File: config.mk
export PLATFORM = sky130hd
export DESIGN_NAME = stereo_mix_sched
export DESIGN_NICKNAME = d
export VERILOG_FILES = /design/src/rtl/stereo_mix_pkg.sv /design/src/rtl/stereo_alu.sv /design/src/rtl/stereo_mix_sched.sv
export SDC_FILE = /design/constraint.sdc
export NUM_CORES = 1
export LEC_CHECK = 0
export ABC_AREA = 0
export BUFFER_PORTS_ARGS = -buffer_cell sky130_fd_sc_hd__buf_4
export CORE_MARGIN = 2
export CORE_UTILIZATION = 56
export DETAILED_ROUTE_END_ITERATION = 7
export PLACE_DENSITY = 0.81
export SYNTH_ARGS = -nofsm -noshare
export SYNTH_HDL_FRONTEND = slang
export SYNTH_SLANG_ARGS = --single-unit
File: constraint.sdc
create_clock -name clock -period 5.1 [get_ports clock]
set_input_delay 1.53 -clock clock [delete_from_list [all_inputs] [get_ports clock]]
set_output_delay 1.53 -clock clock [all_outputs]
set_load 0.03 [all_outputs]
File: src/rtl/stereo_mix_pkg.sv
// -----------------------------------------------------------------------------
// stereo_mix_pkg
//
// Purpose:
//   Shared types and constants for the stereo reconstruction scheduler
//   (stereo_mix_sched) and its shared add/sub unit (stereo_alu).
//
// Contents:
//   state_t    - scheduler FSM states (fetch, left add, right sub, write)
//   alu_op_t   - operation select for the shared add/sub unit
//   DEFAULT_DATA_SIZE / DEFAULT_COUNT_SIZE - default parameter values
//   MAX_S / MIN_S - signed saturation limits for a given width, returned
//                   in a 64-bit container (callers size-cast to their width)
//
// Optional build macro: STEREO_MIX_SAT_EN (consumed by stereo_alu).
// -----------------------------------------------------------------------------
package stereo_mix_pkg;

    typedef enum logic [1:0] {
        S_FETCH = 2'd0,
        S_LEFT  = 2'd1,
        S_RIGHT = 2'd2,
        S_WRITE = 2'd3
    } state_t;

    typedef enum logic {
        ALU_ADD = 1'b0,
        ALU_SUB = 1'b1
    } alu_op_t;

    localparam int DEFAULT_DATA_SIZE  = 32;
    localparam int DEFAULT_COUNT_SIZE = 32;

    // Largest positive value representable in 'width' bits, two's complement.
    function automatic logic [63:0] MAX_S(input int width);
        return (64'd1 << (width - 1)) - 64'd1;
    endfunction

    // Most negative value representable in 'width' bits. Its low 'width'
    // bits are a one followed by zeros, which is all a caller slices off.
    function automatic logic [63:0] MIN_S(input int width);
        return ~MAX_S(width);
    endfunction

endpackage

File: src/rtl/stereo_alu.sv
// -----------------------------------------------------------------------------
// stereo_alu
//
// Purpose:
//   Combinational shared add/sub unit. The scheduler drives it with ADD while
//   forming the left sample and with SUB while forming the right sample.
//
// Ports:
//   a, b    in   DATA_SIZE  signed operands (a = L+R, b = L-R)
//   op      in   alu_op_t   ALU_ADD -> a + b, ALU_SUB -> a - b
//   result  out  DATA_SIZE  signed result
//
// Build option:
//   STEREO_MIX_SAT_EN defined   -> results saturate to MAX_S/MIN_S on overflow
//   STEREO_MIX_SAT_EN undefined -> results wrap modulo 2^DATA_SIZE
// -----------------------------------------------------------------------------
module stereo_alu
    import stereo_mix_pkg::*;
#(
    parameter int DATA_SIZE = DEFAULT_DATA_SIZE
) (
    input  logic [DATA_SIZE-1:0] a,
    input  logic [DATA_SIZE-1:0] b,
    input  alu_op_t              op,
    output logic [DATA_SIZE-1:0] result
);

    localparam int MSB = DATA_SIZE - 1;

    logic [DATA_SIZE-1:0] raw;

`ifdef STEREO_MIX_SAT_EN
    localparam logic [DATA_SIZE-1:0] SAT_HI = DATA_SIZE'(MAX_S(DATA_SIZE));
    localparam logic [DATA_SIZE-1:0] SAT_LO = DATA_SIZE'(MIN_S(DATA_SIZE));

    logic ovf;
`endif

    always_comb begin
        raw = (op == ALU_SUB) ? (a - b) : (a + b);
`ifdef STEREO_MIX_SAT_EN
        // Overflow from sign bits only: an add overflows when both operands
        // share a sign the result lacks; a subtract overflows when the
        // operands differ in sign and the result's sign differs from a.
        if (op == ALU_SUB) begin
            ovf = (a[MSB] != b[MSB]) && (raw[MSB] != a[MSB]);
        end else begin
            ovf = (a[MSB] == b[MSB]) && (raw[MSB] != a[MSB]);
        end
        // In both overflow cases the true result has the sign of a.
        if (ovf) begin
            result = a[MSB] ? SAT_LO : SAT_HI;
        end else begin
            result = raw;
        end
`else
        result = raw;
`endif
    end

endmodule

File: src/rtl/stereo_mix_sched.sv
// -----------------------------------------------------------------------------
// stereo_mix_sched
//
// Purpose:
//   Stereo reconstruction scheduler. Pops one L+R sample and one L-R sample
//   together, then reuses a single add/sub unit over two cycles to form
//       left  = lpr + lmr
//       right = lpr - lmr
//   and pushes both results together. One pair is handled at a time, so the
//   peak rate is one pair every four clocks.
//
// Ports:
//   clock        in   1           rising-edge clock
//   reset        in   1           asynchronous, active-low reset
//   lpr_dout     in   DATA_SIZE   LPR FIFO head word (first-word fall-through)
//   lpr_empty    in   1           LPR FIFO empty
//   lpr_rd_en    out  1           LPR FIFO pop
//   lmr_dout     in   DATA_SIZE   LMR FIFO head word (first-word fall-through)
//   lmr_empty    in   1           LMR FIFO empty
//   lmr_rd_en    out  1           LMR FIFO pop
//   left_din     out  DATA_SIZE   left output FIFO data
//   left_full    in   1           left output FIFO full
//   left_wr_en   out  1           left output FIFO push
//   right_din    out  DATA_SIZE   right output FIFO data
//   right_full   in   1           right output FIFO full
//   right_wr_en  out  1           right output FIFO push
//   pair_count   out  COUNT_SIZE  completed left/right pushes (wraps)
//   busy         out  1           high in every state except S_FETCH
//   state_dbg    out  state_t     current FSM state, for observation only
//
// Handshake: a FIFO transfer happens on a rising edge where the matching
// rd_en/wr_en is high. rd_en is only raised when both input FIFOs are
// non-empty and wr_en only when both output FIFOs are non-full, so the two
// inputs always pop together and the two outputs always push together.
// Input pops (S_FETCH) and output pushes (S_WRITE) can never coincide.
//
// Build option: STEREO_MIX_SAT_EN selects saturating arithmetic in stereo_alu.
// -----------------------------------------------------------------------------
module stereo_mix_sched
    import stereo_mix_pkg::*;
#(
    parameter int DATA_SIZE  = DEFAULT_DATA_SIZE,
    parameter int COUNT_SIZE = DEFAULT_COUNT_SIZE
) (
    input  logic                  clock,
    input  logic                  reset,
    input  logic [DATA_SIZE-1:0]  lpr_dout,
    input  logic                  lpr_empty,
    output logic                  lpr_rd_en,
    input  logic [DATA_SIZE-1:0]  lmr_dout,
    input  logic                  lmr_empty,
    output logic                  lmr_rd_en,
    output logic [DATA_SIZE-1:0]  left_din,
    input  logic                  left_full,
    output logic                  left_wr_en,
    output logic [DATA_SIZE-1:0]  right_din,
    input  logic                  right_full,
    output logic                  right_wr_en,
    output logic [COUNT_SIZE-1:0] pair_count,
    output logic                  busy,
    output state_t                state_dbg
);

    state_t               state;
    state_t               state_next;
    alu_op_t              alu_op;
    logic [DATA_SIZE-1:0] alu_result;

    logic [DATA_SIZE-1:0] lpr_q;
    logic [DATA_SIZE-1:0] lmr_q;
    logic [DATA_SIZE-1:0] left_q;
    logic [DATA_SIZE-1:0] right_q;

    logic pop;
    logic push;

    // -------------------------------------------------------------------------
    // FSM state register
    // -------------------------------------------------------------------------
    always_ff @(posedge clock or negedge reset) begin
        if (!reset) begin
            state <= S_FETCH;
        end else begin
            state <= state_next;
        end
    end

    // -------------------------------------------------------------------------
    // FSM next state and outputs
    // -------------------------------------------------------------------------
    always_comb begin
        state_next  = state;
        lpr_rd_en   = 1'b0;
        lmr_rd_en   = 1'b0;
        left_wr_en  = 1'b0;
        right_wr_en = 1'b0;
        alu_op      = ALU_ADD;

        case (state)
            S_FETCH: begin
                lpr_rd_en = !lpr_empty && !lmr_empty;
                lmr_rd_en = !lpr_empty && !lmr_empty;
                if (!lpr_empty && !lmr_empty) begin
                    state_next = S_LEFT;
                end
            end
            S_LEFT: begin
                alu_op     = ALU_ADD;
                state_next = S_RIGHT;
            end
            S_RIGHT: begin
                alu_op     = ALU_SUB;
                state_next = S_WRITE;
            end
            S_WRITE: begin
                left_wr_en  = !left_full && !right_full;
                right_wr_en = !left_full && !right_full;
                if (!left_full && !right_full) begin
                    state_next = S_FETCH;
                end
            end
            default: begin
                state_next = S_FETCH;
            end
        endcase
    end

    assign pop  = lpr_rd_en;
    assign push = left_wr_en;

    // -------------------------------------------------------------------------
    // Shared add/sub unit; operands are always the latched pair
    // -------------------------------------------------------------------------
    stereo_alu #(
        .DATA_SIZE (DATA_SIZE)
    ) u_alu (
        .a      (lpr_q),
        .b      (lmr_q),
        .op     (alu_op),
        .result (alu_result)
    );

    // -------------------------------------------------------------------------
    // Holding registers and pair counter. Everything holds while S_WRITE
    // waits on a full output FIFO, so left_din/right_din stay stable.
    // -------------------------------------------------------------------------
    always_ff @(posedge clock or negedge reset) begin
        if (!reset) begin
            lpr_q      <= '0;
            lmr_q      <= '0;
            left_q     <= '0;
            right_q    <= '0;
            pair_count <= '0;
        end else begin
            case (state)
                S_FETCH: begin
                    if (pop) begin
                        lpr_q <= lpr_dout;
                        lmr_q <= lmr_dout;
                    end
                end
                S_LEFT: begin
                    left_q <= alu_result;
                end
                S_RIGHT: begin
                    right_q <= alu_result;
                end
                S_WRITE: begin
                    if (push) begin
                        pair_count <= pair_count + COUNT_SIZE'(1);
                    end
                end
                default: begin
                end
            endcase
        end
    end

    assign left_din  = left_q;
    assign right_din = right_q;
    assign busy      = (state != S_FETCH);
    assign state_dbg = state;

endmodule

==> impl_metrics.py, run 1 <==
metrics = {
    "floorplanning": {
        "std_cell_rows": 45,
        "io_pins": 173,
        "die_width_um": 129,
        "core_um2": 15300,
        "fp.dieH_um": 129,
        "start_util_pct": 57.5,
        "die-area_um2": 16700,
    },
    "clock_tree": {
        "cts_setup_buffers": 0,
        "cts_resized": 0,
        "path_clk_slew_ps": 60,
        "cts_buffer_depth": 2,
        "htreeDepth": 4,
        "cts_hold_buf": 0,
        "cts_buffers": 17,
        "cts_sinks": 162,
        "clockRootBuffer": "clkbuf_16",
        "clock_latency_ps": 420,
        "cts_tree": "yes",
    },
    "synth": {
        "netlist_instances": 804,
        "synth_area_um2": 8780,
        "yosys.cell_types.count": 66,
        "synth_ff_type": "dfrtp_1",
        "syn_nets": 912,
        "ys_ff_latch": 162,
        "avgSynthCellArea_um2": 10.9,
        "ys_warn_count": 0,
        "ys_seq_area_share_pct": 46.2,
        "synth_edf_count": 0,
        "async_flop_share_pct": 100,
    },
    "timing": {
        "rsz0062_at_grt": "no",
        "drv_slew": 0,
        "setup_slack_ps": 632,
        "fin_crit_ps": 4470,
        "maxSlewHeadroom_pct": 37.4,
        "tightest_slew_ps": 940,
        "fmax_mhz": 224,
        "skew_ps": 9.34,
        "hold_viol": 0,
        "tns_ps": 0,
        "whs_ps": 477,
        "setup_viol": 0,
        "layout_worst_path_cycle_share_pct": 87.6,
    },
    "grt": {
        "antenna_found_initial": 0,
        "grt_pass1_wl_um": 32700,
        "grt_pass1_vias": 6474,
        "globalRouteTotalUtil_pct": 25.0,
        "grt_overflow_total": 0,
        "grt_max_degree": 103,
    },
    "layout": {
        "multi_input_area_um2": 4490,
        "antenna_cells": 0,
        "n_fill_cell": 1115,
        "drive_above_1_share_pct": 33.9,
        "fin_nets": 1078,
        "area_delta_synth_final_pct": 23.6,
        "layout_common_cells": "buf_4 (174), dfrtp_1 (162), mux2_2 (103)",
        "mostFrequentLayoutCell": "buf_4",
        "seq_area_um2": 4050,
    },
    "setup_path": {
        "reg2reg_depth": 16,
        "cp.required_ps": 5440,
        "arrival_ps": 4810,
        "r2r_slack_ps": 630,
        "endpoint_kind": "flop",
        "crit_path_start_kind": "flop",
        "worstSetupPathType": "reg2reg",
        "crit_fanout": 5,
    },
    "place": {
        "hpwlAfterDp_um": 15000,
        "pre_cts_ws_ps": 807,
        "port_buffers": 172,
        "routabilityCongestion": 0.872,
    },
    "status": {
        "status": "completed",
    },
    "routing": {
        "first_iter_violations": 359,
        "wire_per_inst_um": 16.9,
        "route.top_layer_used": "met4",
        "drc_errors": 0,
        "firstDrtPassIters": 6,
        "met3RoutedLength_um": 1160,
        "drt-vias-per-instance": 5.59,
        "ant_nets": 0,
        "wl_met2_um": 9190,
        "via_count": 6678,
        "wl_um": 20200,
        "met1_length_um": 9550,
    },
    "min_path": {
        "hp-class": "reg2reg",
        "worstHoldPathCells": 1,
    },
    "run": {
        "cap_violations": 0,
    },
}
==> final timing paths <==
path / from / to
setup / recovery: lmr_q[9]$_DFFE_PN0P_ / left_din[31]$_DFFE_PN0N_
setup reg to reg: lmr_q[9]$_DFFE_PN0P_ / left_din[31]$_DFFE_PN0N_
max in group asynchronous: reset / left_din[23]$_DFFE_PN0N_
hold reg to reg: pair_count[31]$_DFFE_PN0P_ / pair_count[31]$_DFFE_PN0P_
min in group asynchronous: reset / lpr_q[0]$_DFFE_PN0P_
hold / removal: pair_count[31]$_DFFE_PN0P_ / pair_count[31]$_DFFE_PN0P_
==> synth_stat cells, drive strengths merged, types with 14 or more instances <==
master	count	area share (%)
dfrtp	162	46
mux2	103	13
xnor2	68	6.8
a21oi	56	3.2
nand2	51	2.2
nor2	46	2.0
ha	37	5.3
inv	31	1.3
o21ai	31	1.8
clkbuf	22	0.94
nand3	19	1.1
xor2	16	1.6
a31oi	14	1.0
nor3	14	0.80
==> registers in the layout, indices dropped and copies added, names as in the netlist <==
name and count:
left_din 32, lmr_q 32, lpr_q 32, pair_count 32
right_din 32, state_dbg 2
==> layer usage <==
layer	GRT usage, %	up-vias
met5	0	-
li1	-	3209
met2	37.8	211
met4	7.67	0
met1	36.8	3236
met3	4.91	22
==> critical path: stages, from the launching register on <==
cell and delay [ps]:
dfrtp_1 420, nor4_2 390, nor3b_2 380, nand3_1 180
nor3_1 290, and3b_1 280, a21oi_1 100, xnor2_1 250
ha_1 320, a21o_1 190, o21bai_1 220, a211oi_1 270
nor3b_1 80, a311o_1 290, o21a_1 220, or3_1 340
a31oi_1 160
==> through the flow <==
stage	utilization [%]	cell area, um^2	std cells
2_1_floorplan	-	8780	804
5_1_grt	71.1	10800	1194
3_3_place_gp	67.3	10300	1162
3_5_place_dp	67.3	10300	1162
6_report	71.1	10800	1194
4_1_cts	71.1	10800	1194
==> final cells by class <==
type	instances	area share (%)
inverter	31	1.07
tap	211	2.43
clock buffer	23	4.41
sequential	162	37.4
multi-input combinational	582	41.4
clock inverter	9	0.969
timing repair buffer	176	12.3
==> cells by family (layout without fill, tap and decap cells) <==
kind of cell | after synthesis | count (layout) | share of synthesized area [%]
flops | 162 | 162 | 46.2
fa+ha+maj | 38 | 38 | 5.50
xor+xnor | 84 | 84 | 8.38
simple gates | 195 | 195 | 11.9
buf+inv | 60 | 239 | 2.68
compound gates | 161 | 161 | 12.0
mux | 104 | 104 | 13.3
Power of run 1 is not shown: default switching activity piles up to over one toggle a cycle in this logic, so the estimate is an artifact.
==> run 2, diff against run 1 <==
Settings changed: ABC_AREA 0 to 1, CORE_UTILIZATION 56 to 57.
==> run 2 against run 1 <==
Final cell count rose by 53%. Cell area rose by 11%. Area after synthesis rose by 13%. Global-route usage rose by 4.2 points. Utilization fell by 1.2 points. Non-clock buffer count rose by 4. Hold slack got worse by 6.2 ps. Highest routed layer unchanged.
==> impl_metrics.py, run 2 <==
metrics = {
    "grt": {
        "grt_max_degree": 103,
        "globalRouteTotalUtil_pct": 29.2,
        "grt_overflow_total": 0,
        "antenna_found_initial": 0,
        "grt_pass1_wl_um": 42500,
        "grt_pass1_vias": 8802,
    },
    "timing": {
        "tns_ps": 0,
        "fmax_mhz": 247,
        "tightest_slew_ps": 948,
        "layout_worst_path_cycle_share_pct": 79.3,
        "maxSlewHeadroom_pct": 36.8,
        "hold_viol": 0,
        "fin_crit_ps": 4040,
        "setup_viol": 0,
        "skew_ps": 8.39,
        "whs_ps": 470,
        "rsz0062_at_grt": "no",
        "drv_slew": 0,
    },
    "place": {
        "routabilityCongestion": 0.948,
        "hpwlAfterDp_um": 20200,
        "port_buffers": 172,
    },
    "status": {
        "status": "completed",
    },
    "synth": {
        "netlist_instances": 1427,
        "ys_warn_count": 0,
        "syn_nets": 1535,
        "yosys.cell_types.count": 38,
        "async_flop_share_pct": 100,
        "synth.top_cell.area_share_pct": 40.7,
        "synth_area_um2": 9950,
        "avgSynthCellArea_um2": 6.97,
        "synth_area_leader_cell": "dfrtp_1",
        "synth_common_cells": "nand2_1 (595), inv_1 (174), dfrtp_1 (162), nor2_1 (111), nand3_1 (83)",
        "ys_ff_latch": 162,
        "synth_adder_area_share_pct": 4.85,
        "yosysMostFrequentCell": "nand2_1",
        "synth-simple-area-share_pct": 35.6,
        "synth_edf_count": 0,
        "synth_area_leaders": "dfrtp_1 (41%), nand2_1 (22%), inv_1 (6.6%), ha_1 (4.7%), nor2_1 (4.2%)",
        "synthMuxAreaShare_pct": 0,
        "ys_seq_area_share_pct": 40.7,
        "synth_compound_area_share_pct": 4.79,
        "synth_top_family_by_area": "simple AND/OR/NAND/NOR gates",
        "synth_ff_type": "dfrtp_1",
        "synth_xor_area_share_pct": 5.99,
    },
    "clock_tree": {
        "htreeDepth": 4,
        "cts_sinks": 162,
        "path_clk_slew_ps": 60,
        "cts_buffer_depth": 2,
        "cts_hold_buf": 0,
        "cts_setup_buffers": 0,
        "clock_latency_ps": 440,
        "cts_resized": 0,
        "cts_buffers": 17,
        "cts_tree": "yes",
        "clockRootBuffer": "clkbuf_16",
    },
    "floorplanning": {
        "start_util_pct": 57.9,
        "die-area_um2": 18500,
        "die_width_um": 136,
        "fp.dieH_um": 136,
        "io_pins": 173,
        "core_um2": 17200,
        "std_cell_rows": 48,
    },
    "setup_path": {
        "crit_fanout": 14,
        "cp.required_ps": 3570,
        "worstSetupPathType": "in2out",
        "arrival_ps": 2510,
        "crit_path_start_kind": "primary input",
        "endpoint_kind": "primary output",
    },
    "layout": {
        "fin_nets": 1701,
        "drive_above_1_share_pct": 14.5,
        "antenna_cells": 0,
        "area_delta_synth_final_pct": 20.7,
        "n_fill_cell": 1503,
        "layout_common_cells": "nand2_1 (595), buf_4 (178), inv_1 (173)",
        "seq_area_um2": 4050,
        "multi_input_area_um2": 5100,
        "mostFrequentLayoutCell": "nand2_1",
    },
    "routing": {
        "firstDrtPassIters": 5,
        "ant_nets": 0,
        "via_count": 9372,
        "wire_per_inst_um": 14.2,
        "drc_errors": 0,
        "first_iter_violations": 687,
        "drt-vias-per-instance": 5.12,
        "wl_um": 26000,
    },
    "min_path": {
        "hp-class": "reg2reg",
    },
    "run": {
        "cap_violations": 0,
    },
}
[run 2: per-stage QoR]
step	cells	util (%)	instance area, um^2	worst slack, ps
detailed placement	1799	66.8	11500	1070
CTS	1830	69.9	12000	1060
global placement	1799	66.8	11500	1080
floorplan	1427	-	9950	960
global route	1830	69.9	12000	943
finish	1830	69.9	12000	1060
[run 2: area by class of cell]
| cell class | count | share of cell area [%] |
|---|---|---|
| multi-input combinational | 1055 | 42.4 |
| sequential | 162 | 33.7 |
| timing repair buffer | 180 | 11.4 |
| inverter | 177 | 5.53 |
| clock buffer | 22 | 3.86 |
| tap | 225 | 2.34 |
| clock inverter | 9 | 0.687 |
[run 2: cell families after synthesis]
| logic type | after synthesis |
|---|---|
| simple gates | 857 |
| flops | 162 |
| compound gates | 92 |
| fa+ha+maj | 38 |
| xor+xnor | 68 |
| buf+inv | 210 |
[run 2: layer usage]
layer	GRT usage (%)	up-vias	routed length, um
li1	-	4736	-
met1	41.9	4257	12200
met2	45.6	335	11500
met3	3.91	44	1610
met4	10.4	0	632
met5	0	-	0
[run 2: path summary, 6_finish.rpt]
kind / startpoint / endpoint / slack (ps) / cells past startpoint
max: right_full / right_wr_en / 1060 / 6
min: left_din[1]$_DFFE_PN0N_ / left_din[1]$_DFFE_PN0N_ / 470 / 2
max reg2reg: state_dbg[0]$_DFFE_PN0P_ / left_din[25]$_DFFE_PN0N_ / 1380 / 18
min reg2reg: left_din[1]$_DFFE_PN0N_ / left_din[1]$_DFFE_PN0N_ / 470 / 2
max in group asynchronous: reset / pair_count[20]$_DFFE_PN0P_ / 3110 / 2
min in group asynchronous: reset / left_din[0]$_DFFE_PN0N_ / 1170 / 1
[run 2: critical path, stage by stage]
cell	delay (ps)
buf_4	110
nor2_1	90
nand2_1	60
buf_4	190
inv_1	300
buf_4	230
Power of run 2 is left out for the same reason.
